===== config.mk =====
export PLATFORM = sky130hd
export DESIGN_NAME = uart_rx_sampler
export DESIGN_NICKNAME = d
export VERILOG_FILES = /design/src/rtl/uart_rx_sampler.sv
export SDC_FILE = /design/constraint.sdc
export NUM_CORES = 1
export LEC_CHECK = 0
export ABC_CLOCK_PERIOD_IN_PS = 4150
export CAP_MARGIN = 10
export CORE_UTILIZATION = 59
export DETAILED_ROUTE_END_ITERATION = 8
export PLACE_DENSITY = 0.92
export SYNTH_ARGS = -nofsm -noshare
export SYNTH_HDL_FRONTEND = slang
export SYNTH_SLANG_ARGS = --single-unit

===== constraint.sdc =====
create_clock -name clk_sys -period 4.15 [get_ports clk_sys]
set_input_delay 0.415 -clock clk_sys [delete_from_list [all_inputs] [get_ports clk_sys]]
set_output_delay 0.415 -clock clk_sys [all_outputs]
set_load 0.02 [all_outputs]

===== src/rtl/uart_rx_sampler.sv =====
// Oversampling UART receiver front end: 2-flop sync, mid-bit sampling, framing-error/break handling.
// Define UART_PARITY_EN to add an even-parity bit after the data bits and the parity_err port.
module uart_rx_sampler #(
    parameter int OVERSAMPLE = 16,
    parameter int DATA_BITS  = 8
) (
    input  logic       clk_sys,
    input  logic       reset,
    input  logic       baud_tick,
    input  logic       uart_rx,
    output logic [7:0] rx_data,
    output logic       rx_status,
    output logic       frame_err,
    output logic       rx_busy
`ifdef UART_PARITY_EN
    ,
    output logic       parity_err
`endif
);
    localparam int TW = $clog2(OVERSAMPLE);
    localparam int BW = $clog2(DATA_BITS);

    typedef enum logic [2:0] {
        S_IDLE,
        S_START,
        S_DATA,
        S_PARITY,
        S_STOP,
        S_BREAK
    } state_e;

    state_e               state_q, state_d;
    logic                 sync1_q, rx_s_q;
    logic [TW-1:0]        tcnt_q, tcnt_d;
    logic [BW-1:0]        bcnt_q, bcnt_d;
    logic [DATA_BITS-1:0] shift_q, shift_d;
    logic [7:0]           rx_data_q, rx_data_d;
    logic                 rx_status_q, rx_status_d;
    logic                 frame_err_q, frame_err_d;
    logic                 rx_busy_q;
    logic                 last_tick;
`ifdef UART_PARITY_EN
    logic                 par_q, par_d;
    logic                 parity_err_q, parity_err_d;
`endif

    assign last_tick = (tcnt_q == TW'(OVERSAMPLE - 1));

    // NOTE: state registers use non-blocking assignments so every flop samples pre-edge values.
    always_ff @(posedge clk_sys) begin
        if (reset) begin
            sync1_q     <= 1'b1;
            rx_s_q      <= 1'b1;
            state_q     <= S_IDLE;
            tcnt_q      <= '0;
            bcnt_q      <= '0;
            shift_q     <= '0;
            rx_data_q   <= '0;
            rx_status_q <= 1'b0;
            frame_err_q <= 1'b0;
            rx_busy_q   <= 1'b0;
        end else begin
            sync1_q     <= uart_rx;
            rx_s_q      <= sync1_q;
            state_q     <= state_d;
            tcnt_q      <= tcnt_d;
            bcnt_q      <= bcnt_d;
            shift_q     <= shift_d;
            rx_data_q   <= rx_data_d;
            rx_status_q <= rx_status_d;
            frame_err_q <= frame_err_d;
            rx_busy_q   <= (state_d != S_IDLE);
        end
    end

`ifdef UART_PARITY_EN
    always_ff @(posedge clk_sys) begin
        if (reset) begin
            par_q        <= 1'b0;
            parity_err_q <= 1'b0;
        end else begin
            par_q        <= par_d;
            parity_err_q <= parity_err_d;
        end
    end
`endif

    // NOTE: every variable gets a default before the case so no path can infer a latch.
    always_comb begin
        state_d     = state_q;
        tcnt_d      = tcnt_q;
        bcnt_d      = bcnt_q;
        shift_d     = shift_q;
        rx_data_d   = rx_data_q;
        rx_status_d = 1'b0;
        frame_err_d = 1'b0;
`ifdef UART_PARITY_EN
        par_d        = par_q;
        parity_err_d = 1'b0;
`endif
        if (baud_tick) begin
            case (state_q)
                S_IDLE: begin
                    if (!rx_s_q) begin
                        state_d = S_START;
                        tcnt_d  = '0;
                    end
                end
                S_START: begin
                    // Re-check the line half a bit in; a high level means the edge was a glitch.
                    if (tcnt_q == TW'(OVERSAMPLE / 2 - 1)) begin
                        tcnt_d = '0;
                        bcnt_d = '0;
                        state_d = rx_s_q ? S_IDLE : S_DATA;
                    end else begin
                        tcnt_d = tcnt_q + 1'b1;
                    end
                end
                S_DATA: begin
                    if (last_tick) begin
                        shift_d = {rx_s_q, shift_q[DATA_BITS-1:1]};
                        tcnt_d  = '0;
                        bcnt_d  = bcnt_q + 1'b1;
                        if (bcnt_q == BW'(DATA_BITS - 1)) begin
                            bcnt_d = '0;
`ifdef UART_PARITY_EN
                            state_d = S_PARITY;
`else
                            state_d = S_STOP;
`endif
                        end
                    end else begin
                        tcnt_d = tcnt_q + 1'b1;
                    end
                end
`ifdef UART_PARITY_EN
                S_PARITY: begin
                    if (last_tick) begin
                        par_d   = rx_s_q;
                        tcnt_d  = '0;
                        state_d = S_STOP;
                    end else begin
                        tcnt_d = tcnt_q + 1'b1;
                    end
                end
`endif
                S_STOP: begin
                    if (last_tick) begin
                        tcnt_d = '0;
                        if (rx_s_q) begin
                            rx_data_d   = 8'(shift_q);
                            rx_status_d = 1'b1;
                            state_d     = S_IDLE;
`ifdef UART_PARITY_EN
                            parity_err_d = (^shift_q) ^ par_q;
`endif
                        end else begin
                            frame_err_d = 1'b1;
                            state_d     = S_BREAK;
                        end
                    end else begin
                        tcnt_d = tcnt_q + 1'b1;
                    end
                end
                S_BREAK: begin
                    if (rx_s_q) state_d = S_IDLE;
                end
                default: state_d = S_IDLE;
            endcase
        end
    end

    assign rx_data   = rx_data_q;
    assign rx_status = rx_status_q;
    assign frame_err = frame_err_q;
    assign rx_busy   = rx_busy_q;
`ifdef UART_PARITY_EN
    assign parity_err = parity_err_q;
`endif

endmodule


==> flow_summary.yaml <==
outcome:
  status: "completed"
clock_network:
  htreeDepth: 2
  cts_tree: "done"
  clock_path_buffers: 2
  cts_hold_buf: 0
  clock_latency_ns: 0.34
  cts-root-buf: "clkbuf_4"
  cts_resized: 0
  clock-sinks: 31
  path_clk_slew_ns: 0.09
  cts_buffers: 5
  postCtsSetupRepairBufs: 0
global_route:
  antenna_found_initial: 0
  grt_pass1_vias: 1132
  grt_usage: 0.261
  grt_pass1_wl_mm: 4.98
  overflow: 0
  grt_max_degree: 32
sta:
  period_needed_ns: 1.79
  fmax_ghz: 0.559
  timing.slew.headroom: 0.297
  rsz0062_at_grt: "false"
  tns_ns: 0
  tightest_slew_ns: 1.05
  hold_ws_ns: 0.415
  final-hold-violation-count: 0
  skew_ns: 0.0136
  setup-violations-final: 0
  finalCritPeriodShare: 0.431
  fin_ws_ns: 2.36
  final_max_slew_viol_count: 0
routing:
  wl_mm: 2.90
  vias_per_cell: 6.30
  route.detailed.drc: 0
  drtAntennaViolNets: 0
  drtIter0Drc: 33
  post_drt_wl_per_cell_um: 15.7
  vias: 1165
  drt-pass1-iter-count: 5
worst_setup_path:
  critPathLaunchType: "input port"
  arrival_ns: 1.98
  path_max_fanout: 12
  worstPathRequired_ns: 4.34
  crit_path_end_kind: "register"
  worstSetupPathType: "input port to register"
power_and_ir_drop:
  ir_worst_vdd_uv: 290
  combPwrFrac: 0.050
  p_clk_frac: 0.407
  internal_power_mw: 0.436
  seq_power_share: 0.542
  sw_frac_of_total: 0.222
  powerDensity_nw_per_um2: 347
  p_switching_mw: 0.125
  power_leakage_nw: 0.680
cells_and_area:
  fin_util: 0.715
  antenna_cells: 0
  area_growth_pct: 12.4
  multi_input_area_sq_um: 742
  nFillCells: 182
  regArea_sq_um: 621
  drive_gt1_frac: 0.0955
  nets: 164
logic_synthesis:
  synth_edf_count: 0
  synthTopCellsByArea: "dfxtp_1 (43%), mux2i_1 (11%), nor2_1 (6.0%)"
  synthFlopType: "dfxtp_1"
  syn_nets: 152
  ys_ff_latch: 31
  synth.avg_cell_area_sq_um: 9.90
  synth.most_common_cell: "dfxtp_1"
  synth_cell_type_count: 40
  syn_area_sq_um: 1440
  yosys.area.top_type: "dfxtp_1"
  synth_top_area_frac: 0.432
  ys.warnings.count: 0
  synth_common_cells: "dfxtp_1 (31), nor2_1 (23), mux2i_1 (16)"
  netlist_instances: 145
  yosysSeqAreaShare: 0.432
  synthArstFlopShare: 0
die:
  start_util: 0.637
  core_area_sq_um: 2250
  fp.dieH_um: 51.3
  rows: 17
  die_x_um: 51.3
  ioPinCount: 15
  dieArea_sq_um: 2630
placed_design:
  portBuffers: 14
  gp_congestion: 0.850
  place_hpwl_mm: 1.91
  pre_cts_ws_ns: 2.05
worst_hold_path:
  hp-class: "register to register"
flow_run:
  drv_cap: 0
[layer usage]
layer	share of wire	vias to the layer above	global-route usage
met5	0	-	0
met3	0.047	16	0.0655
met2	0.49	44	0.447
met1	0.43	554	0.283
met4	0.039	0	0.167
li1	-	551	-
[state kept, by name (all words and copies together) (netlist names)]
| register | flops |
|---|---|
| state_q | 3 |
| rx_busy | 1 |
| sync1_q | 1 |
| rx_s_q | 1 |
| rx_status | 1 |
| rx_data | 8 |
| frame_err | 1 |
| tcnt_q | 4 |
| shift_q | 8 |
| bcnt_q | 3 |
[final timing paths]
check,startpoint,endpoint,slack (ns),cells past startpoint
setup / recovery,baud_tick,rx_data[1],2.36,5
hold / removal,sync1_q,rx_s_q,0.41,1
setup reg to reg,tcnt_q[0],rx_data[1],2.44,5
hold reg to reg,sync1_q,rx_s_q,0.41,1
[cell usage in the layout, fill, tap and decap left out, types with 2 or more instances in the layout]
cell / synthesis / final
a31oi_1: 3 / 3
clkdlybuf4s50_1: 0 / 14
o21ai_0: 6 / 6
a21oi_1: 5 / 5
nand2_1: 5 / 5
nor2_1: 23 / 23
or2_2: 2 / 2
ha_1: 3 / 3
mux2i_1: 16 / 16
nand3b_1: 3 / 3
nor3b_1: 2 / 2
dfxtp_1: 31 / 31
xor2_1: 2 / 2
nand4_1: 9 / 9
nand4b_1: 3 / 3
clkbuf_4: 0 / 5
nand3_1: 2 / 2
[cells by family after synthesis]
group / Yosys count / share of synthesized area
AND/OR/NAND/NOR: 60 / 0.257
flip-flops: 31 / 0.432
AO/OA/AOI/OAI: 22 / 0.104
multiplexers: 16 / 0.112
buffers and inverters: 10 / 0.0506
XOR/XNOR: 3 / 0.0183
adder cells (fa/ha/maj): 3 / 0.0262
[metrics by stage]
stage | power [mW] | cell area, sq um | instances
6_report | 0.560 | 1610 | 185
5_1_grt | 0.576 | 1610 | 185
4_1_cts | 0.562 | 1610 | 185
3_5_place_dp | 0.338 | 1540 | 178
3_3_place_gp | 0.337 | 1540 | 178
2_1_floorplan | 0.333 | 1440 | 145
[power groups by stage]
stage | clock, mW | combinational (mW) | sequential, mW
CTS | 0.230 | 0.0275 | 0.304
finish | 0.228 | 0.0282 | 0.304
global placement | 0 | 0.0262 | 0.310
floorplan | 0 | 0.0240 | 0.309
detailed placement | 0 | 0.0273 | 0.311
global route | 0.241 | 0.0304 | 0.304
[layout make-up]
cell class / count / share of cell area
flip-flops and latches: 31 / 0.385
clock inverters: 1 / 0.0186
multi-input cells: 104 / 0.460
inverters: 1 / 0.00233
clock buffers: 6 / 0.0256
repair buffers: 14 / 0.0869
well taps: 28 / 0.0217
[worst max-delay path, stage by stage]
cell and delay [ns]:
clkdlybuf4s50_1 0.77, and2_1 0.26, nand4_4 0.23, mux2i_1 0.25
nor2_1 0.05
(Power assumes the default switching activity.)
